[src/rtl/tt_um_tinymoa_ihp26a.sv]
// Bit-serial 8x8 dot-product engine driven by strobed byte commands.
// Define TINYDCIM_SIGNED_EN for two's-complement W/X; default build is unsigned.
module tt_um_tinymoa_ihp26a (
   input  logic       clk,
   input  logic       rst_n,
   input  logic       ena,
   input  logic [7:0] ui_in,
   input  logic [7:0] uio_in,
   output logic [7:0] uo_out,
   output logic [7:0] uio_out,
   output logic [7:0] uio_oe
);

   localparam logic [2:0] OP_SET_ADDR = 3'd1;
   localparam logic [2:0] OP_WRITE_W  = 3'd2;
   localparam logic [2:0] OP_WRITE_X  = 3'd3;
   localparam logic [2:0] OP_START    = 3'd4;
   localparam logic [2:0] OP_READ_SEL = 3'd5;
   localparam logic [2:0] OP_CLEAR    = 3'd6;

   logic [7:0]  w_q [0:7];
   logic [7:0]  w_d [0:7];
   logic [7:0]  x_q [0:7];
   logic [7:0]  x_d [0:7];
   logic [2:0]  ptr_q, ptr_d;
   logic [1:0]  sel_q, sel_d;
   logic [23:0] r_q, r_d;
   logic [23:0] acc_q, acc_d;
   logic [2:0]  k_q, k_d;
   logic        busy_q, busy_d;
   logic        done_q, done_d;
   logic        strb_q, strb_d;
   logic [7:0]  uo_q, uio_q;

   logic        cmd_s;
   logic [23:0] plane_s;
   logic [23:0] term_s;
   logic [23:0] acc_next_s;
   logic        unused_s;

   function automatic logic [23:0] ext_w(input logic [7:0] w);
`ifdef TINYDCIM_SIGNED_EN
      ext_w = {{16{w[7]}}, w};
`else
      ext_w = {16'h0000, w};
`endif
   endfunction

   function automatic logic [7:0] sel_byte(input logic [1:0] sel, input logic [23:0] r,
                                           input logic [2:0] ptr);
      case (sel)
         2'd0:    sel_byte = r[7:0];
         2'd1:    sel_byte = r[15:8];
         2'd2:    sel_byte = r[23:16];
         default: sel_byte = {5'b00000, ptr};
      endcase
   endfunction

   assign cmd_s    = ena & uio_in[3] & ~strb_q;
   assign unused_s = &{1'b0, uio_in[7:4]};

   // Partial product of bit-plane k, shifted into place and folded into the accumulator.
   always_comb begin
      plane_s = 24'h000000;
      for (int i = 0; i < 8; i++) begin
         if (x_q[i][k_q]) begin
            plane_s = plane_s + ext_w(w_q[i]);
         end else begin
            plane_s = plane_s;
         end
      end
      term_s = plane_s << k_q;
`ifdef TINYDCIM_SIGNED_EN
      acc_next_s = (k_q == 3'd7) ? (acc_q - term_s) : (acc_q + term_s);
`else
      acc_next_s = acc_q + term_s;
`endif
   end

   // Next-state: compute step first, then the command, so CLEAR can abort a running job.
   always_comb begin
      w_d    = w_q;
      x_d    = x_q;
      ptr_d  = ptr_q;
      sel_d  = sel_q;
      r_d    = r_q;
      acc_d  = acc_q;
      k_d    = k_q;
      busy_d = busy_q;
      done_d = done_q;
      strb_d = strb_q;
      if (ena) begin
         strb_d = uio_in[3];
         if (busy_q) begin
            if (k_q == 3'd7) begin
               r_d    = acc_next_s;
               acc_d  = 24'h000000;
               k_d    = 3'd0;
               busy_d = 1'b0;
               done_d = 1'b1;
            end else begin
               acc_d = acc_next_s;
               k_d   = k_q + 3'd1;
            end
         end else begin
            acc_d = acc_q;
         end
         if (cmd_s) begin
            case (uio_in[2:0])
               OP_SET_ADDR: begin
                  if (!busy_q) ptr_d = ui_in[2:0];
                  else         ptr_d = ptr_q;
               end
               OP_WRITE_W: begin
                  if (!busy_q) begin
                     w_d[ptr_q] = ui_in;
                     ptr_d      = ptr_q + 3'd1;
                  end else begin
                     ptr_d = ptr_q;
                  end
               end
               OP_WRITE_X: begin
                  if (!busy_q) begin
                     x_d[ptr_q] = ui_in;
                     ptr_d      = ptr_q + 3'd1;
                  end else begin
                     ptr_d = ptr_q;
                  end
               end
               OP_START: begin
                  if (!busy_q) begin
                     busy_d = 1'b1;
                     done_d = 1'b0;
                     acc_d  = 24'h000000;
                     k_d    = 3'd0;
                  end else begin
                     busy_d = busy_d;
                  end
               end
               OP_READ_SEL: sel_d = ui_in[1:0];
               OP_CLEAR: begin
                  for (int i = 0; i < 8; i++) begin
                     w_d[i] = 8'h00;
                     x_d[i] = 8'h00;
                  end
                  r_d    = 24'h000000;
                  ptr_d  = 3'd0;
                  sel_d  = 2'd0;
                  acc_d  = 24'h000000;
                  k_d    = 3'd0;
                  busy_d = 1'b0;
                  done_d = 1'b0;
               end
               default: ptr_d = ptr_d;
            endcase
         end else begin
            ptr_d = ptr_d;
         end
      end else begin
         strb_d = strb_q;
      end
   end

   // State and output registers; outputs are built from next-state so they track state exactly.
   always_ff @(posedge clk) begin
      if (!rst_n) begin
         for (int i = 0; i < 8; i++) begin
            w_q[i] <= 8'h00;
            x_q[i] <= 8'h00;
         end
         ptr_q  <= 3'd0;
         sel_q  <= 2'd0;
         r_q    <= 24'h000000;
         acc_q  <= 24'h000000;
         k_q    <= 3'd0;
         busy_q <= 1'b0;
         done_q <= 1'b0;
         strb_q <= 1'b0;
         uo_q   <= 8'h00;
         uio_q  <= 8'h80;
      end else begin
         w_q    <= w_d;
         x_q    <= x_d;
         ptr_q  <= ptr_d;
         sel_q  <= sel_d;
         r_q    <= r_d;
         acc_q  <= acc_d;
         k_q    <= k_d;
         busy_q <= busy_d;
         done_q <= done_d;
         strb_q <= strb_d;
         uo_q   <= sel_byte(sel_d, r_d, ptr_d);
         uio_q  <= {(r_d == 24'h000000), r_d[23], done_d, busy_d, 4'h0};
      end
   end

   assign uo_out  = uo_q;
   assign uio_out = uio_q;
   assign uio_oe  = 8'hF0;

endmodule

[config.mk]
export PLATFORM = sky130hd
export DESIGN_NAME = tt_um_tinymoa_ihp26a
export DESIGN_NICKNAME = d
export VERILOG_FILES = /design/src/rtl/tt_um_tinymoa_ihp26a.sv
export SDC_FILE = /design/constraint.sdc
export NUM_CORES = 1
export LEC_CHECK = 0
export BUFFER_PORTS_ARGS = -buffer_cell sky130_fd_sc_hd__buf_2
export CAP_MARGIN = 5
export CORE_UTILIZATION = 65
export DETAILED_ROUTE_END_ITERATION = 7
export PLACE_DENSITY_LB_ADDON = 0.2
export SETUP_SLACK_MARGIN = 0.3
export SLEW_MARGIN = 5
export SYNTH_ARGS = -nofsm -noshare
export SYNTH_HDL_FRONTEND = slang
export SYNTH_SLANG_ARGS = --single-unit
[constraint.sdc]
create_clock -name clk -period 32.7 [get_ports clk]
set_input_delay 6.54 -clock clk [delete_from_list [all_inputs] [get_ports clk]]
set_output_delay 6.54 -clock clk [all_outputs]
set_load 0.01 [all_outputs]
==> results of run 1 <==
[state kept, by name, indices dropped and copies added, names as in the netlist, 3 cells and up]
name     cells
acc_q       24
k_q          3
ptr_q        3
r_q         23
uio_out      4
uo_out       8
w_q         64
x_q         64
[critical path, delay by kind of cell, from the launching register on]
kind                     cells  cell delay, ns
AO/OA/AOI/OAI               33            7.08
AND/OR/NAND/NOR             16            3.64
adder cells (fa/ha/maj)      9            2.93
buffers and inverters        2            0.53
XOR/XNOR                     3            0.62
flip-flops                   1            0.32
[cells in the mapped netlist (all sizes together) (8+ instances only)]
cell type	count	area, µm²
a211oi	16	120.1
a21o	23	172.7
a21oi	69	349.1
a22oi	143	1079
a31oi	17	106.4
a32oi	25	219.0
and2	29	181.4
and3	17	111.4
buf	35	224.0
clkbuf	74	277.8
dfxtp	196	3924
fa	8	160.2
ha	79	988.5
inv	49	183.9
mux2	21	236.5
mux2i	27	311.5
mux4	15	345.3
nand2	117	439.2
nand2b	14	87.58
nand3	19	95.09
nor2	119	446.7
nor2b	195	1220
nor3	29	150.1
o211a	9	90.09
o211ai	15	117.6
o21a	20	150.1
o21ai	71	359.1
o22ai	8	50.05
o31a	12	107.6
o31ai	10	103.9
or3	9	56.30
xnor2	35	306.5
xor2	19	185.2
[worst max-delay path by stage]
stage                       from          to  slack (ns)  cells after the start
final                     k_q[1]  uio_out[7]       17.46                     63
after global routing      k_q[1]  uio_out[7]       16.52                     63
after CTS                 k_q[1]  uio_out[7]       17.82                     63
after floorplan           k_q[2]  uio_out[7]       20.43                     62
after detailed placement  k_q[1]  uio_out[7]       18.01                     63
after global placement    k_q[1]  uio_out[7]       18.29                     63
[report_power, final]
| group | leakage (nW) | internal [W] | switching (W) |
|---|---|---|---|
| sequential | 1.58 | 0.000239 | 0.000000917 |
| combinational | 3.74 | 0.00000705 | 0.0000151 |
| clock | 0.301 | 0.000106 | 0.000116 |
| total | 5.62 | 0.000352 | 0.000132 |
[area by class of cell]
class / count / area, µm²
Multi-Input combinational cell: 1304 / 9254
Fill cell: 1629 / 6008
Sequential cell: 196 / 3925
Clock buffer: 17 / 425.4
Tap cell: 270 / 337.8
Timing Repair Buffer: 38 / 222.7
Clock inverter: 15 / 198.9
Inverter: 50 / 187.7
[metrics by stage]
stage                     instances  total power [W]
after floorplan                1659        0.0002624
after global placement         1858        0.0002670
after detailed placement       1858        0.0002672
after CTS                      1890        0.0004839
after global routing           1890        0.0004961
final                          1890        0.0004841
[logic make-up (layout without fill, tap and decap cells)]
kind of cell | Yosys count | after routing | share of synthesized area (%)
buffers and inverters | 159 | 120 | 4.990
multiplexers | 63 | 63 | 6.466
XOR/XNOR | 55 | 55 | 3.722
AND/OR/NAND/NOR | 588 | 588 | 22.39
AO/OA/AOI/OAI | 497 | 497 | 25.66
flip-flops | 196 | 196 | 28.40
adder cells (fa/ha/maj) | 87 | 87 | 8.313
other | 2 | 14 | 0.05435
[cell usage in the layout (no fill, tap or decap), drive strengths merged, types with 16 or more instances in the layout]
master	synthesis	routed
clkbuf	74	17
nand3	19	19
mux2i	27	27
xor2	19	19
a32oi	25	25
inv	49	56
buf	35	38
xnor2	35	35
mux2	21	21
ha	79	79
dfxtp	196	196
a31oi	17	17
o21ai	71	71
and3	17	17
nor3	29	29
nor2	119	119
a21oi	69	69
a21o	23	23
nor2b	195	195
o21a	20	20
a22oi	143	143
nand2	117	117
a211oi	16	16
and2	29	29
[layer usage]
layer	GRT usage, %	wire length, µm
met1	45.68	16250
met2	54.10	16630
met3	4.660	2387
met4	12.68	1041
met5	0	0
==> flow_summary_export.csv, run 1 <==
group,metric,value,unit
cells_and_area,n_antenna_cell,0,
cells_and_area,fin_nets,1713,
routing,first_iter_violations,1087,
routing,via_count,12581,
clock_tree,clk_latency,0.45,ns
synthesis,netlist_area,13820,µm²
placed_design,port-buffer-count,26,
cells_and_area,fin_area,14550,µm²
critical_path,r2r_slack,17.46,ns
clock_tree,cts_made_buffers,17,
synthesis,async_reset_ff_share,0,%
power,p_leak,5.623,nW
sta,setup_ws,17.46,ns
die,core,20560,µm²
worst_hold_path,min_to,"uio_out[5]",
cells_and_area,syn_to_final_growth,5.316,%
sta,setup_tns,0,ns
clock_tree,post_cts_buffers,0,
sta,relSlewSlack,30.14,%
sta,finalCritPeriodShare,46.62,%
critical_path,required,33.05,ns
sta,hold_viol,0,
critical_path,end_kind,"flip-flop",
placed_design,gp_congestion,0.8613,
routing,ant_nets,0,
critical_path,worstSetupStartpointType,"flip-flop",
synthesis,synth-seq-cells,196,
grt,gr-usage-all-layers,33.58,%
synthesis,synth_edf_count,0,
power,p_per_area,33.27,nW/µm²
critical_path,cpMostUsedCell,"ha_1",
routing,vias_per_cell,6.657,
clock_tree,hold_buffers,0,
flow_run,maxCapViolations,0,
sta,period_needed,15.24,ns
critical_path,slowest_stage,"a2bb2oi_1",
die,dieArea,21840,µm²
sta,skew,0.01800,ns
die,rows,52,
synthesis,syn_inst,1647,
clock_tree,cts_max_level,4,
cells_and_area,final_layout_size_suffix_gt1_share,8.395,%
die,die_h,147.8,µm
cells_and_area,final_util,70.78,%
sta,setup_violations,0,
die,start_util,67.20,%
grt,grt_pass1_vias,11766,
sta,fmax,0.06560,GHz
die,ios,43,
worst_hold_path,hold_path.class,"reg2reg",
routing,routed_wl,36310,µm
synthesis,ys.flop_type,"dfxtp_1",
sta,hold_ws,0.4709,ns
power,vdd_drop_max,0.03304,mV
critical_path,arrival,15.60,ns
routing,drc,0,
grt,grt_max_degree,110,
sta,slew_viol_final,0,
synthesis,synth.distinct_cells,94,
placed_design,pre_cts_slack,18.01,ns
critical_path,reg2reg_to,"uio_out[7]",
worst_hold_path,whs_path_depth,2,
placed_design,dpl-instance-area,13930,µm²
synthesis,ys_seq_area_share,28.40,%
routing,drtPass1Iterations,5,
critical_path,path_max_fanout,42,
critical_path,r2r_start,"k_q[1]",
sta,tightest_slew,1.048,ns
placed_design,hpwl,24860,µm
grt,antenna_found_initial,0,
clock_tree,clkSinkCount,196,
die,dieWidth,147.8,µm
critical_path,rr_worst_depth,63,
grt,grt.overflow.total,0,
routing,wl_per_cell,19.21,µm
worst_hold_path,min_from,"uio_out[5]",
clock_tree,clk_pin_slew_worst_paths,0.09,ns
clock_tree,cts_tree,"yes",
critical_path,path_class,"reg2reg",
synthesis,syn_avg_cell_area,8.389,µm²
sta,rsz0062_at_grt,"false",
clock_tree,cts-resized-gates,0,
clock_tree,root_buffer,"clkbuf_16",
synthesis,synth_warnings,0,
clock_tree,clk_path_buf_depth,2,
critical_path,slowest_delay,0.85,ns
grt,grt_pass1_wl,59020,µm
outcome,status,"complete, no violations",
Note: power is estimated with default switching activity, not from simulation.
==> run 2, diff against run 1 <==
CORE_UTILIZATION = 58   (was 65)
clock period = 12.74 ns   (was 32.7 ns; I/O delays follow)
==> run 2 against run 1 <==
- worst hold slack better by 0.017 ns
- flip-flop and latch count unchanged
- sequential power rose to 2.6 times the previous value
- final area up 12%
- critical path type unchanged
- highest routed layer unchanged
==> flow_summary_export.csv, run 2 (same netlist as run 1, synthesis figures left out) <==
group,metric,value,unit
outcome,status,"complete, no violations",
routing,wl_met2,17920,µm
grt,gr-usage-all-layers,30.76,%
grt,grt_pass1_wl,60200,µm
placed_design,dp.cells,2027,
clock_tree,cts_tree,"yes",
critical_path,path_class,"reg2reg",
routing,via_count,12901,
sta,tightest_slew,1.084,ns
routing,top_layer_used,"met4",
cells_and_area,syn_to_final_growth,18.41,%
critical_path,arrival,12.75,ns
routing,ant_nets,0,
placed_design,gp_congestion,0.8711,
clock_tree,clk_pin_slew_worst_paths,0.09,ns
cells_and_area,n_antenna_cell,0,
critical_path,cpMostUsedCell,"buf_4",
sta,relSlewSlack,27.24,%
sta,rsz0062_at_grt,"true",
clock_tree,clkSinkCount,196,
routing,route.met3.wl,2265,µm
routing,drtPass1Iterations,7,
placed_design,port-buffer-count,26,
sta,fmax,0.08073,GHz
routing,drc,0,
sta,slew_viol_final,0,
cells_and_area,fill_cells,1846,
critical_path,slowest_delay,0.54,ns
die,die_h,156.3,µm
cells_and_area,fin_nets,1867,
sta,setup_tns,0,ns
flow_run,maxCapViolations,0,
critical_path,r2r_slack,0.35,ns
clock_tree,clk_path_buf_depth,2,
sta,setup_violations,0,
routing,drt-met1-wl,17290,µm
sta,period_needed,12.39,ns
cells_and_area,top_regs,"w_q x64, x_q x64, acc_q x24",
critical_path,critical_path.endpoint,"uio_out[7]",
routing,first_iter_violations,1284,
power,report.power.total,0.001260,W
clock_tree,cts_max_level,4,
die,core,23400,µm²
power,p_leak,6.444,nW
routing,vias_per_cell,6.164,
grt,grt.overflow.total,0,
grt,grt_max_degree,130,
die,start_util,59.04,%
placed_design,hpwl,26020,µm
clock_tree,clk_latency,0.45,ns
critical_path,required,13.10,ns
sta,finalCritPeriodShare,97.23,%
critical_path,path_max_fanout,5,
grt,antenna_found_initial,0,
routing,wl_per_cell,18.19,µm
clock_tree,hold_buffers,0,
clock_tree,cts_made_buffers,17,
critical_path,rr_worst_depth,59,
die,ios,43,
critical_path,slowest_stage,"or4_4",
cells_and_area,most-common-layout-cells,"nor2b_1, dfxtp_1, buf_4",
sta,hold_viol,0,
critical_path,r2r_start,"k_q[2]",
die,dieArea,24440,µm²
critical_path,end_kind,"flip-flop",
sta,skew,0.01731,ns
worst_hold_path,hold_path.class,"reg2reg",
sta,hold_ws,0.4877,ns
grt,grt_pass1_vias,11987,
power,vdd_drop_max,0.08614,mV
critical_path,reg2reg_to,"uio_out[7]",
cells_and_area,layout_commonest_cell,"nor2b_1",
critical_path,startpoint,"k_q[2]",
cells_and_area,final_layout_size_suffix_gt1_share,21.25,%
die,rows,56,
routing,routed_wl,38070,µm
die,dieWidth,156.3,µm
clock_tree,root_buffer,"clkbuf_16",
critical_path,worstSetupStartpointType,"flip-flop",
power,p_per_area,77.04,nW/µm²
cells_and_area,finalNonFillerCells,2093,
## run 2: cell count changes in the layout (fill, tap and decap cells not counted), sizes merged
| cell | previous run | this run |
|---|---|---|
| clkinv | 9 | 6 |
| inv | 56 | 59 |
| buf | 38 | 192 |
## run 2: critical path: cells and delay by family (launching register included)
kind / cells / cell delay (ns)
buffers and inverters: 8 / 1.11
XOR/XNOR: 5 / 0.84
multiplexers: 2 / 0.54
adder cells (fa/ha/maj): 8 / 2.21
AND/OR/NAND/NOR: 10 / 2.96
flip-flops: 1 / 0.38
AO/OA/AOI/OAI: 26 / 4.28
## run 2: where the power goes
group          internal, W  switching (W)  total [W]  leakage, nW
clock network     0.000280       0.000305   0.000585        0.312
registers         0.000614     0.00000226   0.000616         1.58
logic            0.0000201      0.0000394  0.0000595         4.55
total             0.000914       0.000347    0.00126         6.44
## run 2: timing repair
item	in CTS	in global routing
gates resized for setup	43	77
setup buffers	20	14
pin swaps	15	33
setup endpoints to repair	22	27
## run 2: final cells by class
cell class | instances | area, µm² | area share, %
tap | 319 | 399.1 | 2.440
clock buffer | 17 | 425.4 | 2.600
multi-input combinational | 1304 | 9798 | 59.89
clock inverter | 15 | 224.0 | 1.369
timing repair buffer | 192 | 1398 | 8.542
sequential | 196 | 3929 | 24.01
inverter | 50 | 187.7 | 1.147
## run 2: how the worst min path moves through the flow
stage	cells past startpoint	slack (ns)	end	startpoint
after floorplan	2	0.43	uio_out[5]	uio_out[5]
after global routing	2	0.52	uio_out[5]	uio_out[5]
after detailed placement	2	0.47	acc_q[17]	acc_q[17]
after global placement	2	0.46	uio_out[5]	uio_out[5]
after CTS	2	0.48	acc_q[17]	acc_q[17]
final	2	0.49	acc_q[17]	acc_q[17]
## run 2: metal layers
layer / track usage [%] / vias up
li1: - / 6233
met1: 42.20 / 6182
met2: 50.79 / 440
met3: 3.849 / 46
met4: 8.263 / 0
met5: 0 / -
## run 2: per-stage QoR
stage | area, µm² | util, % | worst slack [ns]
floorplan | 13860 | - | 0.4684
global placement | 14890 | 63.62 | -0.4628
detailed placement | 14890 | 63.62 | -0.5502
CTS | 15900 | 67.93 | 0.3066
global route | 16360 | 69.91 | -0.1662
finish | 16360 | 69.91 | 0.3535
==> run 3, diff against run 2 <==
CORE_UTILIZATION = 64   (was 58)
CTS_BUF_LIST = sky130_fd_sc_hd__clkbuf_8 sky130_fd_sc_hd__clkbuf_16   (was not set)
clock period = 12.4 ns   (was 12.74 ns; I/O delays follow)
==> run 3 against run 2 <==
- the flow now finishes with violations (setup timing)
- wire length increased by 9.4%
- die area decreased by 9.3%
- worst hold slack got worse by 0.0083 ns
- clock-buffer cell count unchanged
- combinational power increased by 8.4%
- register-to-register slack got worse by 0.54 ns
- critical path type unchanged
- largest power group unchanged
==> flow_summary_export.csv, run 3 (same netlist as run 1, synthesis figures left out) <==
group,metric,value,unit
placed_design,dpl-instance-area,15240,µm²
clock_tree,clk_pin_slew_worst_paths,0.09,ns
clock_tree,hold_buffers,0,
placed_design,gp_congestion,0.9113,
cells_and_area,n_antenna_cell,0,
cells_and_area,top_regs,"w_q x64, x_q x64, acc_q x24",
critical_path,slowest_delay,0.55,ns
clock_tree,cts_made_buffers,17,
sta,setup_violations,2,
worst_hold_path,hold_path.class,"reg2reg",
routing,routed_wl,41640,µm
clock_tree,cts_max_level,4,
sta,setup_ws,-0.1820,ns
die,die_h,148.9,µm
sta,finalCritPeriodShare,101.5,%
die,dieWidth,148.9,µm
clock_tree,cts_tree,"yes",
outcome,violations,"setup timing",
cells_and_area,fin_area,17110,µm²
sta,fmax,0.07948,GHz
routing,via_count,13772,
routing,wl_per_cell,19.62,µm
routing,ant_nets,0,
routing,drtPass1Iterations,7,
sta,period_needed,12.58,ns
die,core,21090,µm²
grt,grt.overflow.total,0,
grt,use_met2,57.23,%
grt,grt_max_degree,130,
cells_and_area,final_layout_size_suffix_gt1_share,25.61,%
cells_and_area,syn_to_final_growth,23.83,%
sta,skew,0.01688,ns
flow_run,maxCapViolations,0,
critical_path,path_class,"reg2reg",
sta,slew_viol_final,0,
critical_path,arrival,12.93,ns
grt,grt_pass1_vias,12833,
routing,first_iter_violations,1569,
cells_and_area,fin_nets,1940,
routing,vias_per_cell,6.490,
clock_tree,root_buffer,"clkbuf_16",
clock_tree,clkSinkCount,196,
sta,rsz0062_at_grt,"true",
cells_and_area,most-common-layout-cells,"buf_4, dfxtp_1, nor2b_1",
die,dieArea,22180,µm²
die,start_util,65.52,%
sta,setup_tns,-0.1963,ns
outcome,status,"finished, violations left",
placed_design,port-buffer-count,26,
critical_path,required,12.75,ns
die,rows,53,
sta,tightest_slew,1.289,ns
cells_and_area,register_area,3926,µm²
grt,grt_pass1_wl,63400,µm
cells_and_area,multi_input_area,10030,µm²
clock_tree,clk_latency,0.45,ns
grt,antenna_found_initial,0,
critical_path,end_kind,"flip-flop",
grt,use_met1,47.71,%
critical_path,path_max_fanout,5,
clock_tree,clk_path_buf_depth,2,
routing,drc,0,
sta,hold_viol,0,
worst_hold_path,whs_path_depth,2,
critical_path,rr_worst_depth,62,
sta,hold_ws,0.4793,ns
critical_path,worstSetupStartpointType,"flip-flop",
grt,globalRouteMet3Util,5.260,%
grt,top_usage_layer,"met2",
power,p_leak,6.893,nW
power,vdd_drop_max,0.09949,mV
power,p_per_area,76.75,nW/µm²
critical_path,slowest_stage,"or4_4",
grt,gr-usage-all-layers,35.30,%
cells_and_area,layout_commonest_cell,"buf_4",
cells_and_area,final_util,81.14,%
die,ios,43,
placed_design,hpwl,26160,µm
cells_and_area,fill_cells,1272,
power,report.power.total,0.001313,W
sta,relSlewSlack,13.47,%
-- run 3: where the power goes --
group	switching (W)	internal (W)
registers	0.00000230	0.000631
clock network	0.000323	0.000293
logic	0.0000425	0.0000219
-- run 3: path summary, 6_finish.rpt --
path	start	to	slack, ns
worst min register to register	acc_q[17]	acc_q[17]	0.48
worst max register to register	k_q[2]	uio_out[7]	-0.18
worst min-delay path	acc_q[17]	acc_q[17]	0.48
worst max-delay path	k_q[2]	uio_out[7]	-0.18
-- run 3: per-stage QoR --
| stage | worst slack (ns) | cells |
|---|---|---|
| 6_report | -0.1820 | 2122 |
| 5_1_grt | -0.6467 | 2122 |
| 4_1_cts | -0.1474 | 2097 |
| 3_5_place_dp | -0.6569 | 2035 |
| 3_3_place_gp | -0.3801 | 2035 |
| 2_1_floorplan | 0.3404 | 1659 |
-- run 3: timing repair --
action / in CTS / in global routing
setup buffers: 30 / 25
resized for setup: 69 / 91
cloned: 0 / 0
endpoints found under the setup margin: 23 / 35
pin swaps: 55 / 83
-- run 3: layout make-up --
cell class	instances	area share, %
timing repair buffer	265	11.44
tap	275	2.011
clock inverter	15	1.411
inverter	50	1.097
sequential	196	22.95
multi-input combinational	1304	58.61
clock buffer	17	2.486
-- run 3: layer usage --
| metal | vias up | routed length, µm |
|---|---|---|
| li1 | 6382 | - |
| met4 | 0 | 1201 |
| met5 | - | 0 |
| met1 | 6520 | 17340 |
| met2 | 754 | 19570 |
| met3 | 116 | 3530 |
-- run 3: critical path, delay by kind of cell, from the launching register on --
| kind | cells | cell delay (ns) |
|---|---|---|
| compound gates | 31 | 4.74 |
| mux | 5 | 1.18 |
| fa+ha+maj | 9 | 2.55 |
| simple gates | 10 | 2.58 |
| flops | 1 | 0.36 |
| buf+inv | 4 | 0.61 |
| xor+xnor | 3 | 0.47 |
